## src/rtl/lcd_pkg.sv

```systemverilog
// lcd_pkg: shared definitions for the HD44780 bus driver.
//   - lcd_state_e : FSM state encoding
//   - init_rom()  : power-on instruction sequence (INIT_LEN entries)
//   - CLEAR/HOME opcodes and default timing constants (cycles @ 20 MHz)
//   - phase_load(): converts a phase length N into the counter preload value
package lcd_pkg;

  localparam int CNT_W    = 19;
  localparam int INIT_LEN = 6;

  localparam int unsigned DEF_T_POWERUP = 300000;
  localparam int unsigned DEF_T_SETUP   = 2;
  localparam int unsigned DEF_T_EN      = 6;
  localparam int unsigned DEF_T_HOLD    = 2;
  localparam int unsigned DEF_T_EXEC    = 800;
  localparam int unsigned DEF_T_CLEAR   = 33000;

  localparam logic [7:0] OP_CLEAR    = 8'h01;
  localparam logic [7:0] OP_HOME     = 8'h02;
  localparam logic [7:0] OP_HOME_ALT = 8'h03;

  typedef enum logic [2:0] {
    ST_POWERUP,
    ST_INIT,
    ST_IDLE,
    ST_SETUP,
    ST_ENABLE,
    ST_HOLD,
    ST_WAIT
  } lcd_state_e;

  function automatic logic [7:0] init_rom(input logic [2:0] idx);
    case (idx)
      3'd0:    return 8'h38;
      3'd1:    return 8'h38;
      3'd2:    return 8'h38;
      3'd3:    return 8'h0C;
      3'd4:    return 8'h06;
      3'd5:    return 8'h01;
      default: return 8'h00;
    endcase
  endfunction

  // The counter runs N-1 .. 0, so a phase of N cycles preloads N-1.
  // Lengths of 0 collapse to a single cycle.
  function automatic logic [CNT_W-1:0] phase_load(input int unsigned n);
    if (n <= 1) return '0;
    return CNT_W'(n - 1);
  endfunction

  // Clear and home need the long execution wait; data bytes never do.
  function automatic logic is_long_cmd(input logic rs, input logic [7:0] b);
    return !rs && ((b == OP_CLEAR) || (b == OP_HOME) || (b == OP_HOME_ALT));
  endfunction

endpackage

```

## src/rtl/lcd_delay_counter.sv

```systemverilog
// lcd_delay_counter: single down-counter timing every FSM phase.
// Ports:
//   clk_20m  in  system clock
//   rst      in  synchronous active-low reset (reloads RESET_VAL)
//   load     in  preload load_val this edge
//   load_val in  preload value (phase length - 1)
//   done     out 1 while the count sits at zero (last cycle of a phase)
module lcd_delay_counter
  import lcd_pkg::*;
#(
  parameter logic [CNT_W-1:0] RESET_VAL = '0
) (
  input  logic             clk_20m,
  input  logic             rst,
  input  logic             load,
  input  logic [CNT_W-1:0] load_val,
  output logic             done
);

  logic [CNT_W-1:0] cnt_q, cnt_d;

  // Saturates at zero so an unattended counter never wraps.
  always_comb begin
    cnt_d = cnt_q;
    if (load) begin
      cnt_d = load_val;
    end else if (cnt_q != '0) begin
      cnt_d = cnt_q - CNT_W'(1);
    end
  end

  always_ff @(posedge clk_20m) begin
    if (!rst) begin
      cnt_q <= RESET_VAL;
    end else begin
      cnt_q <= cnt_d;
    end
  end

  assign done = (cnt_q == '0);

endmodule

```

## src/rtl/lcd_bus_driver.sv

```systemverilog
// lcd_bus_driver: drives an HD44780-compatible 8-bit LCD bus from a
// valid/ready request interface and runs the power-on init sequence.
// Ports:
//   clk_20m    in   system clock, 20 MHz
//   rst        in   synchronous active-low reset
//   wr / dbi   in   data write request (level) and data byte
//   dr / direc in   instruction write request (level) and instruction byte
//   ready      out  idle; a request present this cycle is accepted
//   init_done  out  power-on sequence complete (sticky until reset)
//   lcd_rs     out  0 = instruction, 1 = data
//   lcd_rw     out  tied 0 (write only)
//   lcd_e      out  enable strobe
//   lcd_db     out  LCD data bus (holds last byte when idle)
module lcd_bus_driver
  import lcd_pkg::*;
#(
  parameter int unsigned T_POWERUP = DEF_T_POWERUP,
  parameter int unsigned T_SETUP   = DEF_T_SETUP,
  parameter int unsigned T_EN      = DEF_T_EN,
  parameter int unsigned T_HOLD    = DEF_T_HOLD,
  parameter int unsigned T_EXEC    = DEF_T_EXEC,
  parameter int unsigned T_CLEAR   = DEF_T_CLEAR
) (
  input  logic       clk_20m,
  input  logic       rst,
  input  logic       wr,
  input  logic       dr,
  input  logic [7:0] dbi,
  input  logic [7:0] direc,
  output logic       ready,
  output logic       init_done,
  output logic       lcd_rs,
  output logic       lcd_rw,
  output logic       lcd_e,
  output logic [7:0] lcd_db
);

  localparam logic [CNT_W-1:0] LD_POWERUP = phase_load(T_POWERUP);
  localparam logic [CNT_W-1:0] LD_SETUP   = phase_load(T_SETUP);
  localparam logic [CNT_W-1:0] LD_EN      = phase_load(T_EN);
  localparam logic [CNT_W-1:0] LD_HOLD    = phase_load(T_HOLD);
  localparam logic [CNT_W-1:0] LD_EXEC    = phase_load(T_EXEC);
  localparam logic [CNT_W-1:0] LD_CLEAR   = phase_load(T_CLEAR);

  lcd_state_e       state_q, state_d;
  logic             rs_q, rs_d;
  logic [7:0]       db_q, db_d;
  logic [2:0]       idx_q, idx_d;
  logic             init_done_q, init_done_d;
  logic             cnt_load;
  logic [CNT_W-1:0] cnt_load_val;
  logic             cnt_done;

  // Reset preloads the full power-up delay, so POWERUP needs no load.
  lcd_delay_counter #(
    .RESET_VAL(LD_POWERUP)
  ) u_delay (
    .clk_20m (clk_20m),
    .rst     (rst),
    .load    (cnt_load),
    .load_val(cnt_load_val),
    .done    (cnt_done)
  );

  always_ff @(posedge clk_20m) begin
    if (!rst) begin
      state_q     <= ST_POWERUP;
      rs_q        <= 1'b0;
      db_q        <= 8'h00;
      idx_q       <= 3'd0;
      init_done_q <= 1'b0;
    end else begin
      state_q     <= state_d;
      rs_q        <= rs_d;
      db_q        <= db_d;
      idx_q       <= idx_d;
      init_done_q <= init_done_d;
    end
  end

  // Each transition into a timed phase also preloads the counter for it.
  // INIT is a one-cycle dispatcher that feeds the next ROM entry into the
  // same SETUP..WAIT path used by host requests; init_done_q low means the
  // WAIT phase belongs to the init sequence.
  always_comb begin
    state_d      = state_q;
    rs_d         = rs_q;
    db_d         = db_q;
    idx_d        = idx_q;
    init_done_d  = init_done_q;
    cnt_load     = 1'b0;
    cnt_load_val = '0;
    case (state_q)
      ST_POWERUP: begin
        if (cnt_done) begin
          idx_d   = 3'd0;
          state_d = ST_INIT;
        end
      end
      ST_INIT: begin
        rs_d         = 1'b0;
        db_d         = init_rom(idx_q);
        cnt_load     = 1'b1;
        cnt_load_val = LD_SETUP;
        state_d      = ST_SETUP;
      end
      ST_IDLE: begin
        // Instruction wins a tie; a held wr is taken in the next window.
        if (dr) begin
          rs_d         = 1'b0;
          db_d         = direc;
          cnt_load     = 1'b1;
          cnt_load_val = LD_SETUP;
          state_d      = ST_SETUP;
        end else if (wr) begin
          rs_d         = 1'b1;
          db_d         = dbi;
          cnt_load     = 1'b1;
          cnt_load_val = LD_SETUP;
          state_d      = ST_SETUP;
        end
      end
      ST_SETUP: begin
        if (cnt_done) begin
          cnt_load     = 1'b1;
          cnt_load_val = LD_EN;
          state_d      = ST_ENABLE;
        end
      end
      ST_ENABLE: begin
        if (cnt_done) begin
          cnt_load     = 1'b1;
          cnt_load_val = LD_HOLD;
          state_d      = ST_HOLD;
        end
      end
      ST_HOLD: begin
        if (cnt_done) begin
          cnt_load     = 1'b1;
          cnt_load_val = is_long_cmd(rs_q, db_q) ? LD_CLEAR : LD_EXEC;
          state_d      = ST_WAIT;
        end
      end
      ST_WAIT: begin
        if (cnt_done) begin
          if (init_done_q) begin
            state_d = ST_IDLE;
          end else if (idx_q == 3'(INIT_LEN - 1)) begin
            init_done_d = 1'b1;
            state_d     = ST_IDLE;
          end else begin
            idx_d   = idx_q + 3'd1;
            state_d = ST_INIT;
          end
        end
      end
      default: state_d = ST_POWERUP;
    endcase
  end

  always_comb begin
    ready     = (state_q == ST_IDLE);
    lcd_e     = (state_q == ST_ENABLE);
    lcd_rs    = rs_q;
    lcd_db    = db_q;
    lcd_rw    = 1'b0;
    init_done = init_done_q;
  end

endmodule

```

## config.mk

```make
export PLATFORM = sky130hd
export DESIGN_NAME = lcd_bus_driver
export DESIGN_NICKNAME = d
export VERILOG_FILES = /design/src/rtl/lcd_pkg.sv /design/src/rtl/lcd_delay_counter.sv /design/src/rtl/lcd_bus_driver.sv
export SDC_FILE = /design/constraint.sdc
export NUM_CORES = 1
export LEC_CHECK = 0
export ABC_AREA = 0
export CAP_MARGIN = 25
export CELL_PAD_IN_SITES_DETAIL_PLACEMENT = 0
export CELL_PAD_IN_SITES_GLOBAL_PLACEMENT = 1
export CORE_MARGIN = 2
export CORE_UTILIZATION = 44
export CTS_BUF_LIST = sky130_fd_sc_hd__clkbuf_4 sky130_fd_sc_hd__clkbuf_8 sky130_fd_sc_hd__clkbuf_16
export CTS_CLUSTER_SIZE = 14
export DETAILED_ROUTE_END_ITERATION = 10
export MAX_ROUTING_LAYER = met4
export PLACE_DENSITY = 0.87
export SLEW_MARGIN = 20
export SYNTH_ARGS = -nofsm -noshare
export SYNTH_HDL_FRONTEND = slang
export SYNTH_SLANG_ARGS = --single-unit
```

## constraint.sdc

```tcl
create_clock -name clk_20m -period 3.1 [get_ports clk_20m]
set_clock_uncertainty 0.05 [all_clocks]
set_input_delay 0.31 -clock clk_20m [delete_from_list [all_inputs] [get_ports clk_20m]]
set_output_delay 0.31 -clock clk_20m [all_outputs]
set_load 0.02 [all_outputs]
```

==> flow_results.xml, run 1 <==
<?xml version="1.0" encoding="UTF-8"?>
<metrics>
  <group name="status">
    <metric name="outcome" unit="">complete, no violations</metric>
  </group>
  <group name="hold_path">
    <metric name="whs_path_depth" unit="">2</metric>
    <metric name="timing.hold.worst.start" unit="">lcd_rs</metric>
    <metric name="hold_path_end" unit="">lcd_rs</metric>
    <metric name="min-delay-path-class" unit="">flip-flop to flip-flop</metric>
  </group>
  <group name="clock_network">
    <metric name="tritoncts" unit="">done</metric>
    <metric name="clkSinkCount" unit="">35</metric>
    <metric name="cts_inserted_buffers" unit="">5</metric>
    <metric name="clkTransAtPathRegs" unit="ns">0.07</metric>
    <metric name="post-cts-setup-buffers" unit="">0</metric>
    <metric name="ctsHtreeMaxLevel" unit="">2</metric>
    <metric name="root_buffer" unit="">clkbuf_8</metric>
    <metric name="cts_buffer_depth" unit="">2</metric>
    <metric name="post_cts_resized" unit="">0</metric>
    <metric name="worst_skew_pair.late_latency" unit="ns">0.29</metric>
    <metric name="ctsHoldBuffers" unit="">0</metric>
  </group>
  <group name="routing">
    <metric name="vias_per_cell" unit="">5.66</metric>
    <metric name="ant_nets" unit="">0</metric>
    <metric name="route.detailed.wl_per_inst" unit="um">14.6</metric>
    <metric name="drc_errors" unit="">0</metric>
    <metric name="vias" unit="">1925</metric>
    <metric name="first_pass_iters" unit="">4</metric>
    <metric name="detailedRoute.firstIterationViolations" unit="">86</metric>
    <metric name="drt-total-wl" unit="um">4950</metric>
  </group>
  <group name="worst_setup_path">
    <metric name="worst_ep_required_time" unit="ns">2.74</metric>
    <metric name="endpoint_kind" unit="">primary output</metric>
    <metric name="crit-reg2reg-capture" unit="">u_delay.cnt_q[4]</metric>
    <metric name="setup_crit_path_kind" unit="">flip-flop to primary output</metric>
    <metric name="regToRegSetupSlack" unit="ns">0.52</metric>
    <metric name="worst_path_max_delay_cell" unit="">clkdlybuf4s50_1</metric>
    <metric name="timing.critical_path.fanout_max" unit="">11</metric>
    <metric name="rr_worst_depth" unit="">5</metric>
    <metric name="worstReg2RegStart" unit="">u_delay.cnt_q[10]</metric>
    <metric name="critical_path_arrival" unit="ns">2.27</metric>
    <metric name="timing.critical_path.slowest_cell_delay" unit="ns">0.67</metric>
    <metric name="critical_path.startpoint_type" unit="">flip-flop</metric>
    <metric name="cp_cell_sequence" unit="">nand2b_1 -&gt; or2_2 -&gt; inv_1 -&gt; clkdlybuf4s50_1</metric>
  </group>
  <group name="final_layout">
    <metric name="fill_cells" unit="">445</metric>
    <metric name="area_growth" unit="%">20.5</metric>
    <metric name="nets_final" unit="">301</metric>
    <metric name="post_route_cells_drive_above_1_share" unit="%">11.7</metric>
    <metric name="antennaDiodeCount" unit="">0</metric>
  </group>
  <group name="synthesis">
    <metric name="yosysWarnings" unit="">0</metric>
    <metric name="synthesis.area_per_instance" unit="um2">8.71</metric>
    <metric name="synth_sequential_area_ratio" unit="%">32.7</metric>
    <metric name="synth_top_area_share" unit="%">32.7</metric>
    <metric name="dominantRegCellSynth" unit="">dfxtp_1</metric>
    <metric name="async_flop_share" unit="%">0</metric>
    <metric name="mappedNetlistArea" unit="mm2">0.00214</metric>
    <metric name="post_synth_main_area_contributors" unit="">dfxtp_1 33%, ha_1 4.7%, xnor2_1 3.7%, nor2_1 3.5%, mux2i_1 3.3%</metric>
    <metric name="synth.ff_latch_count" unit="">35</metric>
    <metric name="post_synth_inst_count" unit="">246</metric>
    <metric name="yosysUniqueCellTypes" unit="">53</metric>
    <metric name="synth_enable_flop_cells" unit="">0</metric>
    <metric name="synthMostInstantiatedCell" unit="">dfxtp_1</metric>
    <metric name="yosys.area.top_type" unit="">dfxtp_1</metric>
    <metric name="top_cells_by_instance_count_after_synthesis" unit="">35 x dfxtp_1, 20 x nor2_1, 16 x nand2_1</metric>
    <metric name="synthesis.nets" unit="">274</metric>
  </group>
  <group name="timing">
    <metric name="layout_min_cycle_time" unit="ns">2.63</metric>
    <metric name="worstMarginPinSlew" unit="ns">0.962</metric>
    <metric name="final-setup-viol-count" unit="">0</metric>
    <metric name="max-slew-margin-rel" unit="%">35.2</metric>
    <metric name="sum_of_negative_setup_slack" unit="ns">0</metric>
    <metric name="holdWs" unit="ns">0.432</metric>
    <metric name="layout_worst_path_cycle_share" unit="%">84.9</metric>
    <metric name="grt_setup_unrepaired" unit="">false</metric>
    <metric name="hold_viol" unit="">0</metric>
    <metric name="number_of_max_slew_violations_in_the_final_report" unit="">0</metric>
    <metric name="timing.fmax" unit="MHz">380</metric>
  </group>
  <group name="grt">
    <metric name="grtUsageTotal" unit="%">21.0</metric>
    <metric name="vias_in_the_first_global_route" unit="">1798</metric>
    <metric name="largest_net_degree_at_the_start_of_global_routing" unit="">20</metric>
    <metric name="grt_pass1_wl" unit="um">8480</metric>
    <metric name="grt_antenna_before_repair" unit="">0</metric>
    <metric name="grt_remaining_overflow" unit="">0</metric>
  </group>
  <group name="floorplan">
    <metric name="die_height" unit="um">73.8</metric>
    <metric name="placeableCoreArea" unit="mm2">0.00472</metric>
    <metric name="area_of_the_die" unit="mm2">0.00545</metric>
    <metric name="boundaryPins" unit="">33</metric>
    <metric name="rows" unit="">25</metric>
    <metric name="floorplan.initialDensity" unit="%">45.4</metric>
    <metric name="die_width" unit="um">73.8</metric>
  </group>
  <group name="place">
    <metric name="gp_congestion" unit="">0.810</metric>
    <metric name="dp_hpwl" unit="um">3640</metric>
    <metric name="count_of_input_and_output_buffers" unit="">31</metric>
  </group>
  <group name="power">
    <metric name="ir_worst_vdd" unit="mV">0.261</metric>
    <metric name="post-layout-total-power" unit="mW">1.38</metric>
    <metric name="p_leak" unit="nW">0.896</metric>
    <metric name="power_density" unit="mW/mm2">536</metric>
  </group>
  <group name="flow_run">
    <metric name="cap_viol_max_count" unit="">0</metric>
  </group>
</metrics>
-- metal layers --
metal | vias up | part of all wire (%) | GRT usage, %
met2 | 43 | 46 | 32.0
met5 | - | 0 | -
met3 | 4 | 4.5 | 4.53
li1 | 959 | - | -
met1 | 919 | 48 | 27.7
met4 | 0 | 0.91 | 6.46
-- kinds of logic (layout without fill, tap and decap cells) --
group	Yosys count	in the layout	synth area share, %
AND/OR/NAND/NOR	93	93	25.6
XOR/XNOR	15	15	6.13
multiplexers	9	9	4.32
flip-flops	35	35	32.7
AO/OA/AOI/OAI	63	63	21.9
adder cells (fa/ha/maj)	8	8	4.67
other	1	1	0.175
buffers and inverters	22	49	4.55
-- layout make-up --
type                       instances  area, um2  area share [%]
multi-input combinational        189       1350            52.1
sequential                        35        701            27.1
timing repair buffer              35        340            13.2
tap                               67       83.8            3.24
clock buffer                       6       82.6            3.20
inverter                           7       26.3            1.02
clock inverter                     1       5.00           0.194
-- per-stage QoR --
stage,utilization (%),std cells,cell area (um2),setup slack [ns]
final,54.7,340,2580,0.467
after global placement,52.8,333,2500,0.613
after global routing,54.7,340,2580,0.303
after floorplan,-,246,2140,0.977
after CTS,54.7,340,2580,0.473
after detailed placement,52.8,333,2500,0.561
-- cell usage in the layout (no fill, tap or decap), drive strengths merged, types with 3 or more instances in the layout --
master,count
dfxtp,35
clkdlybuf4s50,31
nor2,20
nand2,17
a21boi,11
a21oi,10
o21ai,10
nor3,9
xnor2,9
nor4,9
nand3,9
o211ai,8
ha,8
inv,7
mux2i,7
xor2,6
clkbuf,6
or2,4
o221ai,4
o31ai,4
o221a,4
buf,4
nand4,4
nand2b,3
nor2b,3
a211o,3
or4,3
or3,3
-- state kept, by name (all words and copies together) (netlist names) --
signal / flops
u_delay.cnt_q: 19
lcd_db: 8
idx_q: 3
state_q: 3
init_done: 1
lcd_rs: 1
-- how the worst max path moves through the flow --
stage                                 start                to  slack [ns]  depth (start not counted)
after global routing             state_q[1]             ready        0.30                          4
after detailed placement  u_delay.cnt_q[10]  u_delay.cnt_q[8]        0.56                          5
after global placement    u_delay.cnt_q[10]  u_delay.cnt_q[4]        0.61                          5
after CTS                        state_q[1]             ready        0.47                          4
after floorplan           u_delay.cnt_q[10]          idx_q[0]        0.98                          5
final                            state_q[1]             ready        0.47                          4
-- worst max-delay path: cells and delay by family, from the launching register on --
family                 cells  cell delay (ns)
and+or+nand+nor            2             0.54
DFF                        1             0.49
buffers and inverters      2             0.95
-- power by group --
part	total (mW)	internal [mW]	switching, mW
combinational	0.449	0.210	0.239
sequential	0.597	0.519	0.0784
clock	0.338	0.174	0.164
No activity file was read; power rests on OpenSTA's default activity.
==> run 2: changes to the inputs <==
- CORE_UTILIZATION: 44 -> 36
- PLACE_DENSITY: 0.87 -> 0.77
- clock period: 3.1 -> 2.4 ns (I/O delays scaled with it)
==> run 2 against run 1 <==
  * Core utilization down 8.5 points
  * Combinational power up 43%
  * Die area up 21%
  * Setup slack worse by 0.34 ns
  * Hold slack worse by 0.0011 ns
==> flow_results.xml, run 2 (same netlist as run 1, synthesis figures left out) <==
<?xml version="1.0" encoding="UTF-8"?>
<metrics>
  <group name="power">
    <metric name="p_leak" unit="nW">0.961</metric>
    <metric name="post-layout-total-power" unit="mW">1.84</metric>
    <metric name="power_density" unit="mW/mm2">681</metric>
    <metric name="ir_worst_vdd" unit="mV">0.321</metric>
  </group>
  <group name="worst_setup_path">
    <metric name="regToRegSetupSlack" unit="ns">0.20</metric>
    <metric name="crit-reg2reg-capture" unit="">u_delay.cnt_q[8]</metric>
    <metric name="critical_path_arrival" unit="ns">1.98</metric>
    <metric name="critical_path.startpoint_type" unit="">flip-flop</metric>
    <metric name="timing.critical_path.fanout_max" unit="">9</metric>
    <metric name="rr_worst_depth" unit="">6</metric>
    <metric name="crit_path_start" unit="">state_q[1]</metric>
    <metric name="setup_crit_path_kind" unit="">flip-flop to primary output</metric>
    <metric name="worst_ep_required_time" unit="ns">2.11</metric>
    <metric name="endpoint_kind" unit="">primary output</metric>
    <metric name="worstReg2RegStart" unit="">u_delay.cnt_q[10]</metric>
  </group>
  <group name="timing">
    <metric name="timing.fmax" unit="MHz">440</metric>
    <metric name="number_of_max_slew_violations_in_the_final_report" unit="">0</metric>
    <metric name="hold_viol" unit="">0</metric>
    <metric name="layout_worst_path_cycle_share" unit="%">94.8</metric>
    <metric name="grt_setup_unrepaired" unit="">false</metric>
    <metric name="sum_of_negative_setup_slack" unit="ns">0</metric>
    <metric name="worstMarginPinSlew" unit="ns">0.581</metric>
    <metric name="layout_min_cycle_time" unit="ns">2.27</metric>
    <metric name="final-setup-viol-count" unit="">0</metric>
    <metric name="max-slew-margin-rel" unit="%">61.2</metric>
  </group>
  <group name="final_layout">
    <metric name="commonest_non_fill_non_tap_cell_in_the_layout" unit="">dfxtp_1</metric>
    <metric name="antennaDiodeCount" unit="">0</metric>
    <metric name="largest-register" unit="">u_delay.cnt_q</metric>
    <metric name="area_growth" unit="%">26.0</metric>
    <metric name="nets_final" unit="">314</metric>
    <metric name="fill_cells" unit="">573</metric>
    <metric name="post_route_cells_drive_above_1_share" unit="%">16.4</metric>
    <metric name="max_ffs_per_register" unit="">19</metric>
    <metric name="final_cell_mix" unit="">35 x dfxtp_1, 31 x clkdlybuf4s50_1, 20 x nor2_1</metric>
  </group>
  <group name="grt">
    <metric name="vias_in_the_first_global_route" unit="">1834</metric>
    <metric name="grt_pass1_wl" unit="um">8910</metric>
    <metric name="largest_net_degree_at_the_start_of_global_routing" unit="">23</metric>
    <metric name="grt_remaining_overflow" unit="">0</metric>
    <metric name="grt_antenna_before_repair" unit="">0</metric>
    <metric name="grtUsageTotal" unit="%">17.9</metric>
  </group>
  <group name="place">
    <metric name="gp_congestion" unit="">0.820</metric>
    <metric name="dp_hpwl" unit="um">3870</metric>
    <metric name="count_of_input_and_output_buffers" unit="">31</metric>
  </group>
  <group name="hold_path">
    <metric name="hold_path_end" unit="">lcd_db[7]</metric>
    <metric name="min-delay-path-class" unit="">flip-flop to flip-flop</metric>
    <metric name="whs_path_depth" unit="">2</metric>
    <metric name="timing.hold.worst.start" unit="">lcd_db[7]</metric>
  </group>
  <group name="floorplan">
    <metric name="floorplan.initialDensity" unit="%">36.6</metric>
    <metric name="area_of_the_die" unit="mm2">0.00659</metric>
    <metric name="rows" unit="">28</metric>
    <metric name="die_width" unit="um">81.2</metric>
    <metric name="boundaryPins" unit="">33</metric>
    <metric name="die_height" unit="um">81.2</metric>
    <metric name="placeableCoreArea" unit="mm2">0.00585</metric>
  </group>
  <group name="clock_network">
    <metric name="clkTransAtPathRegs" unit="ns">0.07</metric>
    <metric name="clkSinkCount" unit="">35</metric>
    <metric name="cts_inserted_buffers" unit="">5</metric>
    <metric name="tritoncts" unit="">done</metric>
    <metric name="worst_skew_pair.late_latency" unit="ns">0.28</metric>
    <metric name="post-cts-setup-buffers" unit="">0</metric>
    <metric name="root_buffer" unit="">clkbuf_8</metric>
    <metric name="ctsHtreeMaxLevel" unit="">2</metric>
    <metric name="ctsHoldBuffers" unit="">0</metric>
    <metric name="cts_buffer_depth" unit="">2</metric>
  </group>
  <group name="routing">
    <metric name="vias_per_cell" unit="">5.17</metric>
    <metric name="drc_errors" unit="">0</metric>
    <metric name="route.detailed.wl_per_inst" unit="um">14.1</metric>
    <metric name="ant_nets" unit="">0</metric>
    <metric name="drt-total-wl" unit="um">5090</metric>
    <metric name="detailedRoute.firstIterationViolations" unit="">113</metric>
    <metric name="first_pass_iters" unit="">4</metric>
    <metric name="vias" unit="">1866</metric>
  </group>
  <group name="flow_run">
    <metric name="cap_viol_max_count" unit="">0</metric>
  </group>
  <group name="status">
    <metric name="outcome" unit="">complete, no violations</metric>
  </group>
</metrics>
-- run 2: cell type report --
type	instances	area, um2	area share (%)
sequential	35	701	25.9
clock inverter	1	5.00	0.185
tap	75	93.8	3.47
clock buffer	6	82.6	3.06
timing repair buffer	48	438	16.2
multi-input combinational	189	1360	50.2
inverter	7	26.3	0.973
-- run 2: per-stage QoR --
step / hold WS (ns) / setup slack [ns] / cell area, um2 / utilization [%] / std cells
4_1_cts: 0.434 / 0.112 / 2690 / 46.0 / 361
3_3_place_gp: 0.416 / 0.222 / 2600 / 44.5 / 354
5_1_grt: 0.456 / 0.0167 / 2700 / 46.2 / 361
3_5_place_dp: 0.422 / 0.186 / 2600 / 44.5 / 354
2_1_floorplan: 0.344 / 0.277 / 2140 / - / 246
6_report: 0.431 / 0.126 / 2700 / 46.2 / 361
-- run 2: report_power, final --
part / switching, mW / internal [mW] / leakage, nW
sequential: 0.0920 / 0.670 / 0.287
combinational: 0.325 / 0.317 / 0.627
clock: 0.211 / 0.225 / 0.0470
total: 0.628 / 1.21 / 0.961
-- run 2: worst max-delay path by stage --
stage	end
3_3_place_gp	u_delay.cnt_q[0]
3_5_place_dp	u_delay.cnt_q[0]
6_report	ready
4_1_cts	ready
5_1_grt	ready
2_1_floorplan	idx_q[0]
-- run 2: layer usage --
metal | routed length [um] | global-route usage (%) | vias to the layer above
li1 | - | - | 979
met1 | 2600 | 23.8 | 861
met2 | 2340 | 28.0 | 24
met3 | 126 | 3.67 | 2
met4 | 21 | 3.90 | 0
met5 | 0 | - | -
-- run 2: timing repair --
| action | 4_1_cts | 5_1_grt |
|---|---|---|
| setup endpoints to repair | 0 | 9 |
| gates resized for setup | 0 | 2 |
| endpoints found under the hold margin | 0 | 0 |
-- run 2: critical path: stages, from the launching register on --
cell and delay, ns:
dfxtp_1 0.46, nand2b_1 0.16, or2_2 0.38, inv_1 0.09
clkdlybuf4s50_1 0.60
==> run 3: changes to the inputs <==
- ABC_CLOCK_PERIOD_IN_PS: not set -> 2400
- SLEW_MARGIN: 20 -> 10
- TNS_END_PERCENT: not set -> 20
==> results of run 3 <==
No change in the layout: final DEF, timing and power equal those of run 2.
